--- src/rtl/addsub_pkg.sv ---
// addsub_pkg: shared types and constants for the chunked adder/subtractor.
//   - mode_t and the MODE_* operation selects
//   - state_e, the controller state encoding
//   - is_sub / is_sat helpers that decode the mode bits
package addsub_pkg;

  typedef logic [1:0] mode_t;

  localparam mode_t MODE_ADD  = 2'b00;
  localparam mode_t MODE_SUB  = 2'b01;
  localparam mode_t MODE_SADD = 2'b10;
  localparam mode_t MODE_SSUB = 2'b11;

  typedef enum logic [1:0] {
    ST_IDLE = 2'b00,
    ST_RUN  = 2'b01,
    ST_DONE = 2'b10
  } state_e;

  // Bit 0 of the mode selects subtraction: B is inverted and carry-in is 1.
  function automatic logic is_sub(input mode_t m);
    return m[0];
  endfunction

  // Bit 1 of the mode selects saturation on signed overflow.
  function automatic logic is_sat(input mode_t m);
    return m[1];
  endfunction

endpackage

--- src/rtl/addsub_chunked_if.sv ---
// addsub_chunked_if: request/result bundle for addsub_chunked.
//   master (sequencer): drives start, mode, a, b; observes busy, done, s, cout, ovf
//   slave  (datapath) : the reverse direction
interface addsub_chunked_if
  import addsub_pkg::*;
#(
  parameter int WIDTH = 16
);

  logic             start;
  mode_t            mode;
  logic [WIDTH-1:0] a;
  logic [WIDTH-1:0] b;
  logic             busy;
  logic             done;
  logic [WIDTH-1:0] s;
  logic             cout;
  logic             ovf;

  modport master (
    output start, mode, a, b,
    input  busy, done, s, cout, ovf
  );

  modport slave (
    input  start, mode, a, b,
    output busy, done, s, cout, ovf
  );

endinterface

--- src/rtl/addsub_chunk.sv ---
// addsub_chunk: combinational CHUNK-bit ripple-carry adder slice.
//   x, y  : CHUNK-bit addends
//   cin   : carry in
//   sum   : CHUNK-bit sum
//   cout  : carry out of the top bit
//   c_msb : carry into the top bit (used for signed overflow detection)
module addsub_chunk #(
  parameter int CHUNK = 4
) (
  input  logic [CHUNK-1:0] x,
  input  logic [CHUNK-1:0] y,
  input  logic             cin,
  output logic [CHUNK-1:0] sum,
  output logic             cout,
  output logic             c_msb
);

  // Ripple the carry bit by bit through the slice.
  always_comb begin
    logic [CHUNK:0] c;
    c    = '0;
    sum  = '0;
    c[0] = cin;
    for (int i = 0; i < CHUNK; i++) begin
      sum[i]   = x[i] ^ y[i] ^ c[i];
      c[i + 1] = (x[i] & y[i]) | (c[i] & (x[i] ^ y[i]));
    end
    cout  = c[CHUNK];
    c_msb = c[CHUNK-1];
  end

endmodule

--- src/rtl/addsub_chunked.sv ---
// addsub_chunked: sequential two's-complement add/sub, CHUNK bits per clock,
// least significant chunk first, with a start/done handshake.
//   clk   : rising-edge clock
//   rst_n : synchronous active-low reset
//   bus   : slave side of addsub_chunked_if
//           start/mode/a/b are sampled only when not busy (IDLE or DONE);
//           busy is high for the N = WIDTH/CHUNK run cycles, done pulses for
//           one cycle afterwards; s/cout/ovf change only on the final run cycle.
module addsub_chunked
  import addsub_pkg::*;
#(
  parameter int WIDTH = 16,
  parameter int CHUNK = 4
) (
  input  logic                clk,
  input  logic                rst_n,
  addsub_chunked_if.slave     bus
);

  localparam int N     = WIDTH / CHUNK;
  localparam int IDX_W = (N > 1) ? $clog2(N) : 1;

  // Operands and partial result viewed as an array of chunks so idx can
  // select a slice directly.
  typedef logic [N-1:0][CHUNK-1:0] chunks_t;

  state_e           state_q, state_d;
  chunks_t          a_q, a_d;
  chunks_t          b_q, b_d;
  chunks_t          res_q, res_d;
  logic             sat_q, sat_d;
  logic             carry_q, carry_d;
  logic [IDX_W-1:0] idx_q, idx_d;
  logic [WIDTH-1:0] s_q, s_d;
  logic             cout_q, cout_d;
  logic             ovf_q, ovf_d;
  logic             busy_q, busy_d;
  logic             done_q, done_d;

  logic [CHUNK-1:0] ch_sum_s;
  logic             ch_cout_s;
  logic             ch_cmsb_s;
  logic             last_s;
  logic             ovf_s;

  // Clamp value on overflow: the result takes the sign of operand A.
  function automatic logic [WIDTH-1:0] sat_value(input logic a_neg);
    logic [WIDTH-1:0] v;
    if (a_neg) begin
      v = {1'b1, {(WIDTH-1){1'b0}}};
    end else begin
      v = {1'b0, {(WIDTH-1){1'b1}}};
    end
    return v;
  endfunction

  addsub_chunk #(
    .CHUNK (CHUNK)
  ) u_chunk (
    .x     (a_q[idx_q]),
    .y     (b_q[idx_q]),
    .cin   (carry_q),
    .sum   (ch_sum_s),
    .cout  (ch_cout_s),
    .c_msb (ch_cmsb_s)
  );

  // Next-state, datapath and output-register update logic.
  always_comb begin
    state_d = state_q;
    a_d     = a_q;
    b_d     = b_q;
    res_d   = res_q;
    sat_d   = sat_q;
    carry_d = carry_q;
    idx_d   = idx_q;
    s_d     = s_q;
    cout_d  = cout_q;
    ovf_d   = ovf_q;

    last_s  = (idx_q == IDX_W'(N - 1));
    // Signed overflow: carry into the MSB differs from carry out of it.
    ovf_s   = ch_cmsb_s ^ ch_cout_s;

    case (state_q)
      ST_IDLE, ST_DONE: begin
        if (bus.start) begin
          a_d     = bus.a;
          // Subtraction is A + ~B + 1; the +1 enters as the initial carry.
          b_d     = is_sub(bus.mode) ? ~bus.b : bus.b;
          sat_d   = is_sat(bus.mode);
          carry_d = is_sub(bus.mode);
          idx_d   = {IDX_W{1'b0}};
          res_d   = {WIDTH{1'b0}};
          state_d = ST_RUN;
        end else begin
          state_d = ST_IDLE;
        end
      end
      ST_RUN: begin
        res_d[idx_q] = ch_sum_s;
        carry_d      = ch_cout_s;
        idx_d        = idx_q + IDX_W'(1);
        if (last_s) begin
          // res_d already holds the final chunk here, so s never shows a
          // partial result.
          s_d     = (sat_q && ovf_s) ? sat_value(a_q[N-1][CHUNK-1]) : WIDTH'(res_d);
          cout_d  = ch_cout_s;
          ovf_d   = ovf_s;
          state_d = ST_DONE;
        end else begin
          state_d = ST_RUN;
        end
      end
      default: begin
        state_d = ST_IDLE;
      end
    endcase

    busy_d = (state_d == ST_RUN);
    done_d = (state_d == ST_DONE);
  end

  // State, datapath and output registers with synchronous reset.
  always_ff @(posedge clk) begin
    if (!rst_n) begin
      state_q <= ST_IDLE;
      a_q     <= {WIDTH{1'b0}};
      b_q     <= {WIDTH{1'b0}};
      res_q   <= {WIDTH{1'b0}};
      sat_q   <= 1'b0;
      carry_q <= 1'b0;
      idx_q   <= {IDX_W{1'b0}};
      s_q     <= {WIDTH{1'b0}};
      cout_q  <= 1'b0;
      ovf_q   <= 1'b0;
      busy_q  <= 1'b0;
      done_q  <= 1'b0;
    end else begin
      state_q <= state_d;
      a_q     <= a_d;
      b_q     <= b_d;
      res_q   <= res_d;
      sat_q   <= sat_d;
      carry_q <= carry_d;
      idx_q   <= idx_d;
      s_q     <= s_d;
      cout_q  <= cout_d;
      ovf_q   <= ovf_d;
      busy_q  <= busy_d;
      done_q  <= done_d;
    end
  end

  assign bus.busy = busy_q;
  assign bus.done = done_q;
  assign bus.s    = s_q;
  assign bus.cout = cout_q;
  assign bus.ovf  = ovf_q;

endmodule

--- src/flat_wrapper.sv ---
// flat-port wrapper written by rule: the top's interface ports become plain ports
module addsub_chunked_flat import addsub_pkg::*;
#(
  parameter int WIDTH = 16,
  parameter int CHUNK = 4
)
  (clk, rst_n, bus_start, bus_mode, bus_a, bus_b, bus_busy, bus_done, bus_s, bus_cout, bus_ovf);
  addsub_chunked_if #(.WIDTH(WIDTH)) bus_i ();
  input  logic clk;
  input  logic rst_n;
  input wire logic [$bits(bus_i.start)-1:0] bus_start;
  input wire logic [$bits(bus_i.mode)-1:0] bus_mode;
  input wire logic [$bits(bus_i.a)-1:0] bus_a;
  input wire logic [$bits(bus_i.b)-1:0] bus_b;
  output wire logic [$bits(bus_i.busy)-1:0] bus_busy;
  output wire logic [$bits(bus_i.done)-1:0] bus_done;
  output wire logic [$bits(bus_i.s)-1:0] bus_s;
  output wire logic [$bits(bus_i.cout)-1:0] bus_cout;
  output wire logic [$bits(bus_i.ovf)-1:0] bus_ovf;
  assign bus_i.start = bus_start;
  assign bus_i.mode = bus_mode;
  assign bus_i.a = bus_a;
  assign bus_i.b = bus_b;
  assign bus_busy = bus_i.busy;
  assign bus_done = bus_i.done;
  assign bus_s = bus_i.s;
  assign bus_cout = bus_i.cout;
  assign bus_ovf = bus_i.ovf;
  addsub_chunked #(.WIDTH(WIDTH), .CHUNK(CHUNK)) u_core (.clk(clk), .rst_n(rst_n), .bus(bus_i));
endmodule
--- config.mk ---
export PLATFORM = sky130hd
export DESIGN_NAME = addsub_chunked_flat
export DESIGN_NICKNAME = d
export VERILOG_FILES = /design/src/rtl/addsub_pkg.sv /design/src/rtl/addsub_chunked_if.sv /design/src/rtl/addsub_chunk.sv /design/src/rtl/addsub_chunked.sv /design/src/flat_wrapper.sv
export SDC_FILE = /design/constraint.sdc
export NUM_CORES = 1
export LEC_CHECK = 0
export ABC_AREA = 1
export BUFFER_PORTS_ARGS = -buffer_cell sky130_fd_sc_hd__buf_2
export CAP_MARGIN = 20
export CELL_PAD_IN_SITES_DETAIL_PLACEMENT = 0
export CELL_PAD_IN_SITES_GLOBAL_PLACEMENT = 2
export CORE_MARGIN = 4
export CORE_UTILIZATION = 34
export DETAILED_ROUTE_END_ITERATION = 8
export GPL_TIMING_DRIVEN = 0
export PLACE_DENSITY_LB_ADDON = 0.1
export SYNTH_ARGS = -nofsm -noshare
export SYNTH_HDL_FRONTEND = slang
export SYNTH_HIERARCHICAL = 1
export SYNTH_SLANG_ARGS = --single-unit
--- constraint.sdc ---
create_clock -name clk -period 6.1 [get_ports clk]
set_clock_uncertainty 0.05 [all_clocks]
set_input_delay 0.915 -clock clk [delete_from_list [all_inputs] [get_ports clk]]
set_output_delay 0.915 -clock clk [all_outputs]
set_load 0.05 [all_outputs]
==> flow_summary_export.csv <==
group,metric,value,unit
outcome,outcome,"completed",
floorplanning,rows,36,
placed_design,finalWeightedCongestion,0.7785,
placed_design,io_buffers,54,
detailed_routing,dr_total_vias,3130,
finish,layout-drive-gt1-share,0.1899,
clocking,cts_setup_buffers,0,
sta,fin_ws,2.213,ns
pwr,power.static_leakage,1.817,nW
logic_synthesis,ys_types,30,
sta,timing.final.setup_violations,0,
pwr,power_density,276.5,mW/mm²
clocking,cts-root-to-sink-buffers,2,
finish,area_of_combinational_cells_with_multiple_inputs,0.001684,mm²
finish,fillerInstances,1072,
sta,worst_slew_margin_rel,0.6535,
detailed_routing,detail_route.vias_per_cell,4.672,
hold_path,hold_class,"flip-flop to flip-flop",
grt,first_global_vias,3109,
logic_synthesis,yosysWarnings,6,
clocking,post_cts.resized_instances,0,
floorplanning,boundaryPins,57,
sta,rsz0062_at_grt,"false",
finish,layout_area_growth_over_synthesis,18.28,%
logic_synthesis,synth_sequential_area_ratio,0.4236,
clocking,cts_root_buffer,"sky130_fd_sc_hd__clkbuf_8",
finish,number_of_non_filler_instances_in_the_completed_layout,670,
setup_path,timing.critical_path.fanout_max,11,
clocking,cts_buffers,9,
detailed_routing,length_of_the_first_detailed_routing_pass_in_iterations,4,
floorplanning,die_width,109.4,µm
finish,most_frequent_cells_in_the_layout,"sky130_fd_sc_hd__nand2_1 (86), sky130_fd_sc_hd__dfxtp_1 (74), sky130_fd_sc_hd__buf_2 (65), sky130_fd_sc_hd__o21ai_0 (62), sky130_fd_sc_hd__nor2_1 (54)",
grt,grt-ovfl-total,0,
clocking,htreeDepth,3,
setup_path,critical_path.top_delay_family,"buffers and inverters",
finish,final_core_utilization,0.4174,
placed_design,numPlacedInstances,654,
placed_design,pre_cts_slack,2.222,ns
job,max_cap_violations,0,
logic_synthesis,ys_seq_elements,74,
sta,fin_crit_sh,0.6373,
finish,nets,577,
logic_synthesis,synth_largest_area_cell,"sky130_fd_sc_hd__dfxtp_1",
grt,grt_max_degree,14,
sta,final.setup.tns,0,ns
finish,area.sequential,0.001481,mm²
sta,transition_time_at_the_pin_with_the_least_slew_margin,0.5198,ns
detailed_routing,routed_wl,9475,µm
sta,maxClockFrequency,0.2573,GHz
detailed_routing,drt-wirelength-per-cell,14.14,µm
floorplanning,start_util,0.3529,
clocking,clock_latency,0.35,ns
detailed_routing,dr.first_iter.drc_count,136,
finish,antenna_cells_inserted,0,
logic_synthesis,netlist_instances,467,
setup_path,timing.critical_path.cells,"buf_2, inv_1, buf_2, nor2_1, o22ai_1, fa_1, inv_1, fa_1, fa_1, inv_1, fa_1, inv_2, nand2_1, nand3_2, buf_2, nand2_1, nand3_1, nand2_1, inv_1",
placed_design,placement_stage_cell_area,0.003934,mm²
sta,finalHoldWorstSlack,0.4126,ns
hold_path,min_delay_path_depth,2,
setup_path,critical_path_depth,19,
sta,finalCriticalPeriod,3.887,ns
pwr,peakVddDrop,0.1391,mV
logic_synthesis,yosys-top-cells-area,"sky130_fd_sc_hd__dfxtp_1 (42%), sky130_fd_sc_hd__nand2_1 (9.2%), sky130_fd_sc_hd__o21ai_0 (8.9%)",
setup_path,setup.worst_path.class,"flip-flop to flip-flop",
clocking,clock-sinks,74,
logic_synthesis,syn-num-nets,512,
setup_path,critPathMaxStageDelay,0.38,ns
setup_path,critical_path.endpoint_type,"flip-flop",
floorplanning,core_region_area,0.009910,mm²
pwr,report.power.total,1.144,mW
setup_path,critPathBufInv,8,
grt,first_pass_grt_wire_length,15090,µm
setup_path,cp.arrival,4.09,ns
clocking,worst_setup_hold_path_clk_slew,0.08,ns
logic_synthesis,post-synth-top-area-fraction,0.4236,
setup_path,reg2regPathDepth,19,
setup_path,critical_path_data_required_time,6.30,ns
sta,slew_viol_final,0,
setup_path,startpoint_type,"flip-flop",
grt,globalRouteTotalUtil,0.1661,
floorplanning,dieArea,0.01197,mm²
logic_synthesis,synthesis.area_per_instance,7.488,µm²
detailed_routing,detail_route_antenna_nets,0,
logic_synthesis,netlist_area,0.003497,mm²
grt,initial_antenna_violation_count,0,
finish,design_area,0.004136,mm²
floorplanning,die_height,109.4,µm
setup_path,cp_slowest_cell,"sky130_fd_sc_hd__fa_1",
clocking,post_cts_hold_buffer_count,0,
clocking,tritoncts,"yes",
detailed_routing,drcViolationCount,0,
finish,layout.cells.most_common,"sky130_fd_sc_hd__nand2_1",
sta,finalHoldViolations,0,
placed_design,dp.final_hpwl,6947,µm
==> where the power goes <==
| group | internal, mW | total, mW | switching, mW |
|---|---|---|---|
| Sequential | 0.510 | 0.524 | 0.0141 |
| Clock | 0.201 | 0.393 | 0.192 |
| Combinational | 0.0754 | 0.227 | 0.152 |
==> path summary, 6_finish.rpt <==
kind	slack, ns	end	start
setup / recovery	2.21	u_core/bus.s[1]	u_core/idx_q[0]
setup reg to reg	2.21	u_core/bus.s[1]	u_core/idx_q[0]
hold reg to reg	0.41	u_core/res_q[14]	u_core/res_q[14]
hold / removal	0.41	u_core/res_q[14]	u_core/res_q[14]
==> worst register-to-register path, cell delays in order (launching register included) <==
cell and delay (ns):
sky130_fd_sc_hd__dfxtp_1 0.33, sky130_fd_sc_hd__buf_2 0.19, sky130_fd_sc_hd__inv_1 0.29, sky130_fd_sc_hd__buf_2 0.35, sky130_fd_sc_hd__nor2_1 0.07, sky130_fd_sc_hd__o22ai_1 0.31, sky130_fd_sc_hd__fa_1 0.23, sky130_fd_sc_hd__inv_1 0.05
sky130_fd_sc_hd__fa_1 0.38, sky130_fd_sc_hd__fa_1 0.36, sky130_fd_sc_hd__inv_1 0.12, sky130_fd_sc_hd__fa_1 0.25, sky130_fd_sc_hd__inv_2 0.06, sky130_fd_sc_hd__nand2_1 0.11, sky130_fd_sc_hd__nand3_2 0.15, sky130_fd_sc_hd__buf_2 0.21
sky130_fd_sc_hd__nand2_1 0.08, sky130_fd_sc_hd__nand3_1 0.09, sky130_fd_sc_hd__nand2_1 0.08, sky130_fd_sc_hd__inv_1 0.04
==> Yosys cell counts, drive strengths merged <==
cell type  count
o21ai         64
a21oi         42
nand4          1
or2            1
nand3         17
nor2          56
dfxtp         74
ha             4
clkinv         1
a211oi         2
o22ai          7
fa             4
nand2         88
inv           45
xnor2         16
buf           19
nor3           2
clkbuf         9
o21a          15
==> metal layers <==
layer / up-vias / part of all wire / global-route usage / wire, µm
met5: - / 0 / 0 / 0
met4: 0 / 0.017 / 0.05165 / 163
met3: 15 / 0.039 / 0.03876 / 373
met2: 54 / 0.49 / 0.2956 / 4643
met1: 1421 / 0.45 / 0.1971 / 4295
li1: 1640 / - / - / -
==> cell type report <==
| class | instances | area share |
|---|---|---|
| multi-input cells | 319 | 0.4071 |
| flip-flops and latches | 74 | 0.3581 |
| repair buffers | 54 | 0.06534 |
| inverters | 46 | 0.04295 |
| well taps | 133 | 0.04023 |
| plain buffers | 28 | 0.03721 |
| clock buffers | 10 | 0.03327 |
| clock inverters | 6 | 0.01573 |
==> state kept, by name, indices dropped and copies added (netlist names) <==
signal / cells
u_core/a_q: 16
u_core/res_q: 16
u_core/bus.done: 1
u_core/bus.cout: 1
u_core/b_q: 16
u_core/carry_q: 1
u_core/bus.s: 16
u_core/bus.ovf: 1
u_core/bus.busy: 1
u_core/idx_q: 2
u_core/state_q: 2
u_core/sat_q: 1
==> logic make-up after synthesis <==
logic type | share of synthesized area
AOI/OAI and AO/OA | 0.2036
xor gates and xnor gates | 0.04007
adders and majority gates | 0.03721
buffers and inverters | 0.09481
DFF | 0.4236
and+or+nand+nor | 0.2007
(Power assumes the default switching activity.)
